<file path="config.mk">
export PLATFORM = sky130hd
export DESIGN_NAME = post_code_history_ctrl_flat
export DESIGN_NICKNAME = d
export VERILOG_FILES = /design/src/rtl/post_code_history_if.sv /design/src/rtl/post_code_history_ctrl.sv /design/src/flat_wrapper.sv
export SDC_FILE = /design/constraint.sdc
export NUM_CORES = 1
export LEC_CHECK = 0
export BUFFER_PORTS_ARGS = -buffer_cell sky130_fd_sc_hd__buf_2
export CAP_MARGIN = 20
export CORE_MARGIN = 5
export CORE_UTILIZATION = 57
export CTS_CLUSTER_SIZE = 24
export DETAILED_ROUTE_END_ITERATION = 10
export PLACE_DENSITY = 0.77
export SLEW_MARGIN = 40
export SYNTH_ARGS = -nofsm -noshare
export SYNTH_HDL_FRONTEND = slang
export SYNTH_SLANG_ARGS = --single-unit
</file>
<file path="constraint.sdc">
create_clock -name clk -period 7.47 [get_ports clk]
set_input_delay 1.1205 -clock clk [delete_from_list [all_inputs] [get_ports clk]]
set_output_delay 1.1205 -clock clk [all_outputs]
set_load 0.1 [all_outputs]
</file>
<file path="src/rtl/post_code_history_if.sv">
// ISA bus signals that post_code_history_ctrl snoops.
//   isa_addr_en  : address enable, active low
//   isa_io_write : I/O write strobe, active low
//   isa_addr     : 20-bit address bus
//   isa_data     : 8-bit data bus
// master drives the bus (host or bench). slave only observes it (this block).
interface post_code_history_if;
  logic        isa_addr_en;
  logic        isa_io_write;
  logic [19:0] isa_addr;
  logic [7:0]  isa_data;

  modport master (
    output isa_addr_en,
    output isa_io_write,
    output isa_addr,
    output isa_data
  );

  modport slave (
    input isa_addr_en,
    input isa_io_write,
    input isa_addr,
    input isa_data
  );
endinterface

</file>
<file path="src/rtl/post_code_history_ctrl.sv">
// POST code capture with an eight-deep history and a timed display.
// Each code written to I/O port 0x80 is captured and shown live for
// LIVE_CYCLES cycles. When at least two codes are stored, the whole history
// is then replayed from oldest to newest, DWELL_CYCLES cycles per entry.
// Ports:
//   clk, reset           : clock, asynchronous active-high reset
//   bus                  : ISA snoop interface (slave modport)
//   clear                : synchronous history clear
//   post_code_present    : overlay enable (LIVE or REPLAY)
//   post_code_high_digit : ASCII hex digit for the upper nibble
//   post_code_low_digit  : ASCII hex digit for the lower nibble
//   post_code_replay     : high while replaying the history
//   history_count        : valid entries, 0..8
//   history_overflow     : sticky, set when a capture hits a full buffer
module post_code_history_ctrl #(
  parameter logic [27:0] LIVE_CYCLES  = 28'd143180000,
  parameter logic [27:0] DWELL_CYCLES = 28'd28636000
) (
  input  logic                      clk,
  input  logic                      reset,
  post_code_history_if.slave        bus,
  input  logic                      clear,
  output logic                      post_code_present,
  output logic [7:0]                post_code_high_digit,
  output logic [7:0]                post_code_low_digit,
  output logic                      post_code_replay,
  output logic [3:0]                history_count,
  output logic                      history_overflow
);

  typedef enum logic [1:0] {IDLE, LIVE, REPLAY} state_t;

  state_t      state_q;
  logic [27:0] timer_q;
  logic [2:0]  wr_ptr_q, wr_ptr_d;
  logic [2:0]  rp_q;
  logic [3:0]  count_q, count_d;
  logic        ovf_q, ovf_d;
  logic        cs_q;
  logic        present_q, replay_q;
  logic [7:0]  hi_q, lo_q;
  logic [7:0]  mem_q [8];

  logic        cs, cap;
  logic [2:0]  oldest, newest, rp_next;

  function automatic logic [7:0] hex_ascii(input logic [3:0] n);
    logic [7:0] n8;
    n8 = {4'h0, n};
    return (n <= 4'd9) ? (8'h30 + n8) : (8'h37 + n8);
  endfunction

  assign cs  = (bus.isa_addr == 20'h80) & ~bus.isa_addr_en & ~bus.isa_io_write;
  // Only the first cycle of a cs assertion captures.
  assign cap = cs & ~cs_q;

  // With count == 8 the low bits are 0, so oldest == wr_ptr, as required.
  assign oldest  = wr_ptr_q - count_q[2:0];
  assign newest  = wr_ptr_q - 3'd1;
  assign rp_next = rp_q + 3'd1;

  // Pointer/count bookkeeping; clear beats a simultaneous capture.
  always_comb begin
    wr_ptr_d = wr_ptr_q;
    count_d  = count_q;
    ovf_d    = ovf_q;
    if (clear) begin
      wr_ptr_d = 3'd0;
      count_d  = 4'd0;
      ovf_d    = 1'b0;
    end else if (cap) begin
      wr_ptr_d = wr_ptr_q + 3'd1;
      if (count_q == 4'd8) ovf_d = 1'b1;
      else                 count_d = count_q + 4'd1;
    end
  end

  // History storage has no reset; entries beyond count are never shown.
  always_ff @(posedge clk) begin
    if (cap && !clear) mem_q[wr_ptr_q] <= bus.isa_data;
  end

  always_ff @(posedge clk or posedge reset) begin
    if (reset) begin
      state_q   <= IDLE;
      timer_q   <= '0;
      wr_ptr_q  <= '0;
      rp_q      <= '0;
      count_q   <= '0;
      ovf_q     <= 1'b0;
      cs_q      <= 1'b0;
      present_q <= 1'b0;
      replay_q  <= 1'b0;
      hi_q      <= 8'h30;
      lo_q      <= 8'h30;
    end else begin
      cs_q     <= cs;
      wr_ptr_q <= wr_ptr_d;
      count_q  <= count_d;
      ovf_q    <= ovf_d;
      if (clear) begin
        state_q   <= IDLE;
        timer_q   <= '0;
        present_q <= 1'b0;
        replay_q  <= 1'b0;
      end else if (cap) begin
        // A capture preempts whatever is on display, including a replay.
        state_q   <= LIVE;
        timer_q   <= '0;
        present_q <= 1'b1;
        replay_q  <= 1'b0;
        hi_q      <= hex_ascii(bus.isa_data[7:4]);
        lo_q      <= hex_ascii(bus.isa_data[3:0]);
      end else begin
        case (state_q)
          LIVE: begin
            if (timer_q == LIVE_CYCLES - 28'd1) begin
              timer_q <= '0;
              if (count_q >= 4'd2) begin
                state_q  <= REPLAY;
                replay_q <= 1'b1;
                rp_q     <= oldest;
                hi_q     <= hex_ascii(mem_q[oldest][7:4]);
                lo_q     <= hex_ascii(mem_q[oldest][3:0]);
              end else begin
                state_q   <= IDLE;
                present_q <= 1'b0;
              end
            end else begin
              timer_q <= timer_q + 28'd1;
            end
          end
          REPLAY: begin
            if (timer_q == DWELL_CYCLES - 28'd1) begin
              timer_q <= '0;
              if (rp_q == newest) begin
                state_q   <= IDLE;
                present_q <= 1'b0;
                replay_q  <= 1'b0;
              end else begin
                rp_q <= rp_next;
                hi_q <= hex_ascii(mem_q[rp_next][7:4]);
                lo_q <= hex_ascii(mem_q[rp_next][3:0]);
              end
            end else begin
              timer_q <= timer_q + 28'd1;
            end
          end
          default: ;
        endcase
      end
    end
  end

  assign post_code_present    = present_q;
  assign post_code_replay     = replay_q;
  assign post_code_high_digit = hi_q;
  assign post_code_low_digit  = lo_q;
  assign history_count        = count_q;
  assign history_overflow     = ovf_q;

endmodule

</file>
<file path="src/flat_wrapper.sv">
// flat-port wrapper written by rule: the top's interface ports become plain ports
module post_code_history_ctrl_flat 
#(
  parameter logic [27:0] LIVE_CYCLES  = 28'd143180000,
  parameter logic [27:0] DWELL_CYCLES = 28'd28636000
)
  (clk, reset, clear, post_code_present, post_code_high_digit, post_code_low_digit, post_code_replay, history_count, history_overflow, bus_isa_addr_en, bus_isa_io_write, bus_isa_addr, bus_isa_data);
  post_code_history_if bus_i ();
  input  logic clk;
  input  logic reset;
  input  logic clear;
  output logic post_code_present;
  output logic [7:0] post_code_high_digit;
  output logic [7:0] post_code_low_digit;
  output logic post_code_replay;
  output logic [3:0] history_count;
  output logic history_overflow;
  input wire logic [$bits(bus_i.isa_addr_en)-1:0] bus_isa_addr_en;
  input wire logic [$bits(bus_i.isa_io_write)-1:0] bus_isa_io_write;
  input wire logic [$bits(bus_i.isa_addr)-1:0] bus_isa_addr;
  input wire logic [$bits(bus_i.isa_data)-1:0] bus_isa_data;
  assign bus_i.isa_addr_en = bus_isa_addr_en;
  assign bus_i.isa_io_write = bus_isa_io_write;
  assign bus_i.isa_addr = bus_isa_addr;
  assign bus_i.isa_data = bus_isa_data;
  post_code_history_ctrl #(.LIVE_CYCLES(LIVE_CYCLES), .DWELL_CYCLES(DWELL_CYCLES)) u_core (.clk(clk), .reset(reset), .bus(bus_i), .clear(clear), .post_code_present(post_code_present), .post_code_high_digit(post_code_high_digit), .post_code_low_digit(post_code_low_digit), .post_code_replay(post_code_replay), .history_count(history_count), .history_overflow(history_overflow));
endmodule
</file>
* Word level (Yosys, flattened, before mapping)
Memories as Yosys holds them, arrays and structs flattened.
Index checks and enable logic that the tools add are counted.
** Storage, ports and cells
- Bits in writable memories :: 64
- Output and inout port bits :: 23
- Logic and storage cells :: 137
- Memories kept :: 1
- Register bits after elaboration :: 60
** Operators by class
- Reduce and logical (&&, ||, !) cells :: 14
- $add $sub $neg :: 18
- Muxes and demuxes :: 57
- $lt $le $gt $ge :: 7
- Eq/ne operators :: 21
- Bitwise logic cells :: 8
** Memory list
- u_core.mem_q :: depth 8, bits a word 8, rd ports 2, clocked after Yosys merged registers in 0, wr ports 1, line post_code_history_ctrl.sv:42 : logic [7:0] mem_q [8];
** Operators with widths (number)
- $mux 8 :: 16
- $mux 28 :: 4
- $add 6x4->7 const A :: 12
- $pmux 28 s2 :: 1
- $pmux 8 s2 :: 2
- $add 28x1->28 const B :: 1
- $eq 28x25->1 const B :: 1
- $eq 28x28->1 const B :: 1
- $le 4x4->1 const B :: 6
- $eq 20x8->1 const B :: 1
- $mux 3 :: 6
- $ne 4x2->1 const B :: 4
- $mux 1 :: 15
- $mux 2 :: 6
- $mux 4 :: 3
- $reduce_and 5->1 :: 2
- $ne 3x1->1 const B :: 3
- $reduce_and 7->1 :: 1
- $add 3x1->3 const B :: 2
- $ne 2x1->1 const B :: 3
- $pmux 3 s2 :: 1
- $reduce_and 6->1 :: 1
- $reduce_bool 2->1 :: 3
- $not 1->1 :: 5
- 20 further kinds :: 25

* Depth between registers and ports, before layout
An unclocked memory read counts as a cell.
- Depth in word-level cells :: 8
- Gate-level depth with buffers :: 16
- Depth with buffers taken out :: 14

* Worst setup path before layout
OpenSTA, ideal clock, no wires.
- Kind :: flip-flop to flip-flop
- From :: register u_core.count_q[0], in the netlist u_core.history_count[0]
- To :: register u_core.hi_q[1], in the netlist u_core.post_code_high_digit[1]
- Path buffers :: 2
- Cell stages (with the launch flop) :: 15
- Arrival :: 4.027 ns
- Path slack :: 3.369 ns
- Data required time :: 7.396 ns
- Clock period less this slack :: 4.101 ns
- Path through :: dfrtp_1 > ha_1 > inv_1 > fa_1 > clkbuf_2 > buf_1 > mux4_2 > mux2i_1 > ha_1 > nor2_1 > o21ai_2 > mux2i_1 > nor3_1 > a311o_1 > o21ai_2
** Between the ends
- Cells in the longest elaborated chain, start to end :: 8
- Elaborated cells on any way between the ends :: 13
- Classes of those cells :: add/sub: 3; order compare: 2; eq/ne: 1; mux: 5; reduce/logical: 1; memory: 1
** Ends and longest elaborated chain
- start: declaration :: line post_code_history_ctrl.sv:37 : logic [3:0] count_q, count_d;
- start signal: assignment :: line post_code_history_ctrl.sv:99 : count_q <= count_d;
- $sub 3x3->3 :: line post_code_history_ctrl.sv:58 : assign oldest = wr_ptr_q - count_q[2:0];
- $mem_v2 8x8
- $add 6x4->7 / $le 4x4->1 (equally long branches) :: line post_code_history_ctrl.sv:50 : return (n <= 4'd9) ? (8'h30 + n8) : (8'h37 + n8);
- $mux 8 :: line post_code_history_ctrl.sv:50
- $mux 8 :: line post_code_history_ctrl.sv:119 : if (count_q >= 4'd2) begin
- $mux 8 :: line post_code_history_ctrl.sv:117 : if (timer_q == LIVE_CYCLES - 28'd1) begin
- $pmux 8 s2 :: line post_code_history_ctrl.sv:115 : case (state_q)
- $mux 8 :: line post_code_history_ctrl.sv:106 : end else if (cap) begin
- end signal: assignment :: line post_code_history_ctrl.sv:112 : hi_q <= hex_ascii(bus.isa_data[7:4]);
- end signal: assignment :: line post_code_history_ctrl.sv:123 : hi_q <= hex_ascii(mem_q[oldest][7:4]);
- end signal: assignment :: line post_code_history_ctrl.sv:142 : hi_q <= hex_ascii(mem_q[rp_next][7:4]);
- end: declaration :: line post_code_history_ctrl.sv:41 : logic [7:0] hi_q, lo_q;
Several ways; a longest one is shown, not always the timed one. The select of a mux whose other input is x is not followed.
A chain may end at the register's enable or synchronous reset.

* Worst setup path after layout
- From :: register u_core.rp_q[0]
- To :: register u_core.hi_q[1], in the netlist u_core.post_code_high_digit[1]
** Between the ends
- Cells in the longest elaborated chain, start to end :: 8
- Elaborated cells on any way between the ends :: 13
- Classes of those cells :: add/sub: 3; order compare: 1; eq/ne: 2; mux: 5; reduce/logical: 1; memory: 1
** Ends and longest elaborated chain
- start: declaration :: line post_code_history_ctrl.sv:36 : logic [2:0] rp_q;
- start signal: assignment :: line post_code_history_ctrl.sv:122 : rp_q <= oldest;
- start signal: assignment :: line post_code_history_ctrl.sv:141 : rp_q <= rp_next;
- $add 3x1->3 :: line post_code_history_ctrl.sv:60 : assign rp_next = rp_q + 3'd1;
- $mem_v2 8x8
- $add 6x4->7 / $le 4x4->1 (equally long branches) :: line post_code_history_ctrl.sv:50
- $mux 8 :: line post_code_history_ctrl.sv:50
- $mux 8 :: line post_code_history_ctrl.sv:136 : if (rp_q == newest) begin
- $mux 8 :: line post_code_history_ctrl.sv:134 : if (timer_q == DWELL_CYCLES - 28'd1) begin
- $pmux 8 s2 :: line post_code_history_ctrl.sv:115
- $mux 8 :: line post_code_history_ctrl.sv:106
Several ways; a longest one is shown, not always the timed one. The select of a mux whose other input is x is not followed.

==> impl_metrics.ini <==
[sta]
hold_viol_final = 0
rsz0062_at_grt = false
max_freq_mhz = 246
setup_viol = 0
worstMarginPinSlew_ps = 787
period_needed_ps = 4070
fin_worst_skew_ps = 7.39
maxSlewHeadroom = 0.475
setup_tns_ps = 0
drv_slew = 0
min_period_over_period = 0.545

[clock_network]
ctsResizeCount = 0
cts_tree = done
clockBufferDepth = 2
hold_buffers = 0
htree_levels = 4
path_clk_slew_ps = 60
cts_buffers = 17
root_buffer = clkbuf_16
cts_setup_buffers = 0
clock_sinks = 122
clkLatencyLatePin_ps = 430

[logic_synthesis]
yosysMostFrequentCell = edfxtp_1
syn_inst = 583
synth_area_leader_cell = edfxtp_1
synth_edf_count = 64
synth_cell_types = 75
synth_flop_cell = edfxtp_1
synth_area_leaders = edfxtp_1 (28%), dfrtp_1 (19%), mux4_2 (7.8%), ha_1 (4.0%), nor2_1 (3.2%)
avgSynthCellArea_sq_um = 11.9
ys_seq_area_frac = 0.487
async_reset_ff_frac = 0.475
ys_seq_elements = 122
synth_common_cells = edfxtp_1 (64), nor2_1 (60), dfrtp_1 (54), nand2_1 (52), mux4_2 (24)
synth_top_area_share = 0.277
ys_warn_count = 0
syn-cell-area_sq_um = 6930

[global_route]
grt_pass1_vias = 5082
antenna_found_initial = 0
grt_overflow = 0
grt_pass1_wl_um = 25900
grtUsageTotal = 0.232
grt_max_degree = 59

[place]
hpwl_um = 10900
port_buffers = 53
place_area_sq_um = 7280
dp_cells = 759
gp_congestion = 0.823

[floorplan]
floorplan.die.height_um = 120
ios = 56
dieArea_sq_um = 14500
start_util = 0.579
dieWidth_um = 120
core_sq_um = 12000
rows = 40

[finish]
diodes = 0
synthToLayoutAreaGrowth_pct = 13.8
num-nets-final = 687
instances_no_fill = 791
drive_above_1_share = 0.239
fillers = 873
fin_area_sq_um = 7890
postLayoutCoreUtil = 0.659

[critical_path]
cp-start-kind = flop
max_stage_delay_ps = 730
reg2reg_slack_ps = 3400
crit_arrival_ps = 4420
crit_top_cell = ha_1
crit_path_end_kind = flop
crit_slowest_cell = dfrtp_2
crit_path_cell_trace = ha_1, xor2_4, mux4_2, o21ai_0, ha_1, nor2_1, o211ai_4, mux2_4, a311o_1, o21ai_2
path_class = reg2reg
critPathRequiredTime_ps = 7820
cp_max_fo = 25

[drt]
via_per_inst = 6.23
drt_iter0_markers = 382
drc = 0
drt_pass1_iterations = 5
antenna_left = 0
num_vias = 4927
post_drt_wl_per_cell_um = 20.4
routed_wl_um = 16100

[power_and_ir_drop]
p_per_area_nw_per_um2 = 200
p_leak_uw = 0.00314
peakVddDrop_uv = 127

[min_path]
hold_path.class = reg2reg

[job]
maxCapViolations = 0

[status]
status = finished, final reports clean
-- flip-flops by register name, indices dropped and copies added (netlist names) --
signal and cells:
u_core.history_overflow 1, u_core.state_q 2, u_core.post_code_replay 1, u_core.rp_q 3
u_core.post_code_present 1, u_core.timer_q 28, u_core.history_count 4, u_core.wr_ptr_q 3
u_core.post_code_high_digit 7, u_core.mem_q 64, u_core.cs_q 1, u_core.post_code_low_digit 7
-- layout by cell type, fill, tap and decap left out, types with 8 or more instances in the layout --
cell / netlist / layout
clkbuf_16: 0 / 17
and3_1: 8 / 8
edfxtp_1: 64 / 64
mux4_2: 24 / 24
nor3_1: 13 / 11
nand4_1: 16 / 16
inv_1: 20 / 19
nand2_1: 52 / 52
o21ai_0: 20 / 20
mux2_2: 10 / 10
nor4_1: 8 / 8
a21oi_1: 20 / 20
nor2_1: 60 / 53
mux2i_1: 21 / 21
dfrtp_1: 54 / 53
xor2_1: 20 / 20
ha_1: 22 / 21
nand3_1: 12 / 12
xnor2_1: 16 / 16
buf_2: 5 / 53
-- kinds of logic after synthesis --
family	Yosys count	synth area share
AO/OA/AOI/OAI	81	0.0830
XOR/XNOR	40	0.0569
adder cells (fa/ha/maj)	23	0.0426
buffers and inverters	47	0.0352
flip-flops	122	0.487
multiplexers	59	0.138
other	1	0.000541
AND/OR/NAND/NOR	210	0.156
-- path summary, 6_finish.rpt --
check                                            endpoint  cells past startpoint                           from
max                        u_core.post_code_high_digit[1]                     10                 u_core.rp_q[0]
min in group asynchronous         u_core.history_count[1]                      3                          reset
max reg2reg                u_core.post_code_high_digit[1]                     10                 u_core.rp_q[0]
min                         u_core.post_code_low_digit[4]                      2  u_core.post_code_low_digit[4]
max in group asynchronous                  u_core.rp_q[0]                      3                          reset
min reg2reg                 u_core.post_code_low_digit[4]                      2  u_core.post_code_low_digit[4]
-- worst max-delay path: cells and delay by family (launching register included) --
family / cells / cell delay, ps
AO/OA/AOI/OAI: 4 / 1250
multiplexers: 2 / 700
XOR/XNOR: 1 / 490
adder cells (fa/ha/maj): 2 / 730
flip-flops: 1 / 730
AND/OR/NAND/NOR: 1 / 90
-- final cells by class --
class,count,area [sq um],area share
clock buffers,18,429,0.0544
clock inverters,14,155,0.0197
inverters,20,75.1,0.00952
multi-input cells,415,3380,0.429
flip-flops and latches,122,3380,0.428
well taps,147,184,0.0233
repair buffers,55,280,0.0355
-- report_power, final --
group          total, uW  leakage [uW]  switching [uW]  internal (uW)
Sequential           715       0.00137            2.39            712
Combinational       47.2       0.00150            33.0           14.2
Clock                814      0.000274             296            518
-- through the flow --
step | setup slack, ps | power, uW | hold slack, ps
finish | 3400 | 1580 | 456
global route | 3170 | 1620 | 488
CTS | 3170 | 1580 | 459
detailed placement | 3220 | 774 | 450
global placement | 3020 | 771 | 450
floorplan | 3370 | 753 | 465
-- metal layers --
metal  wire length [um]  global-route usage
met5                  0                   0
met4                410               0.110
met3                989              0.0529
met2               8050               0.382
met1               6670               0.293
Note: power is estimated with default switching activity, not from simulation.
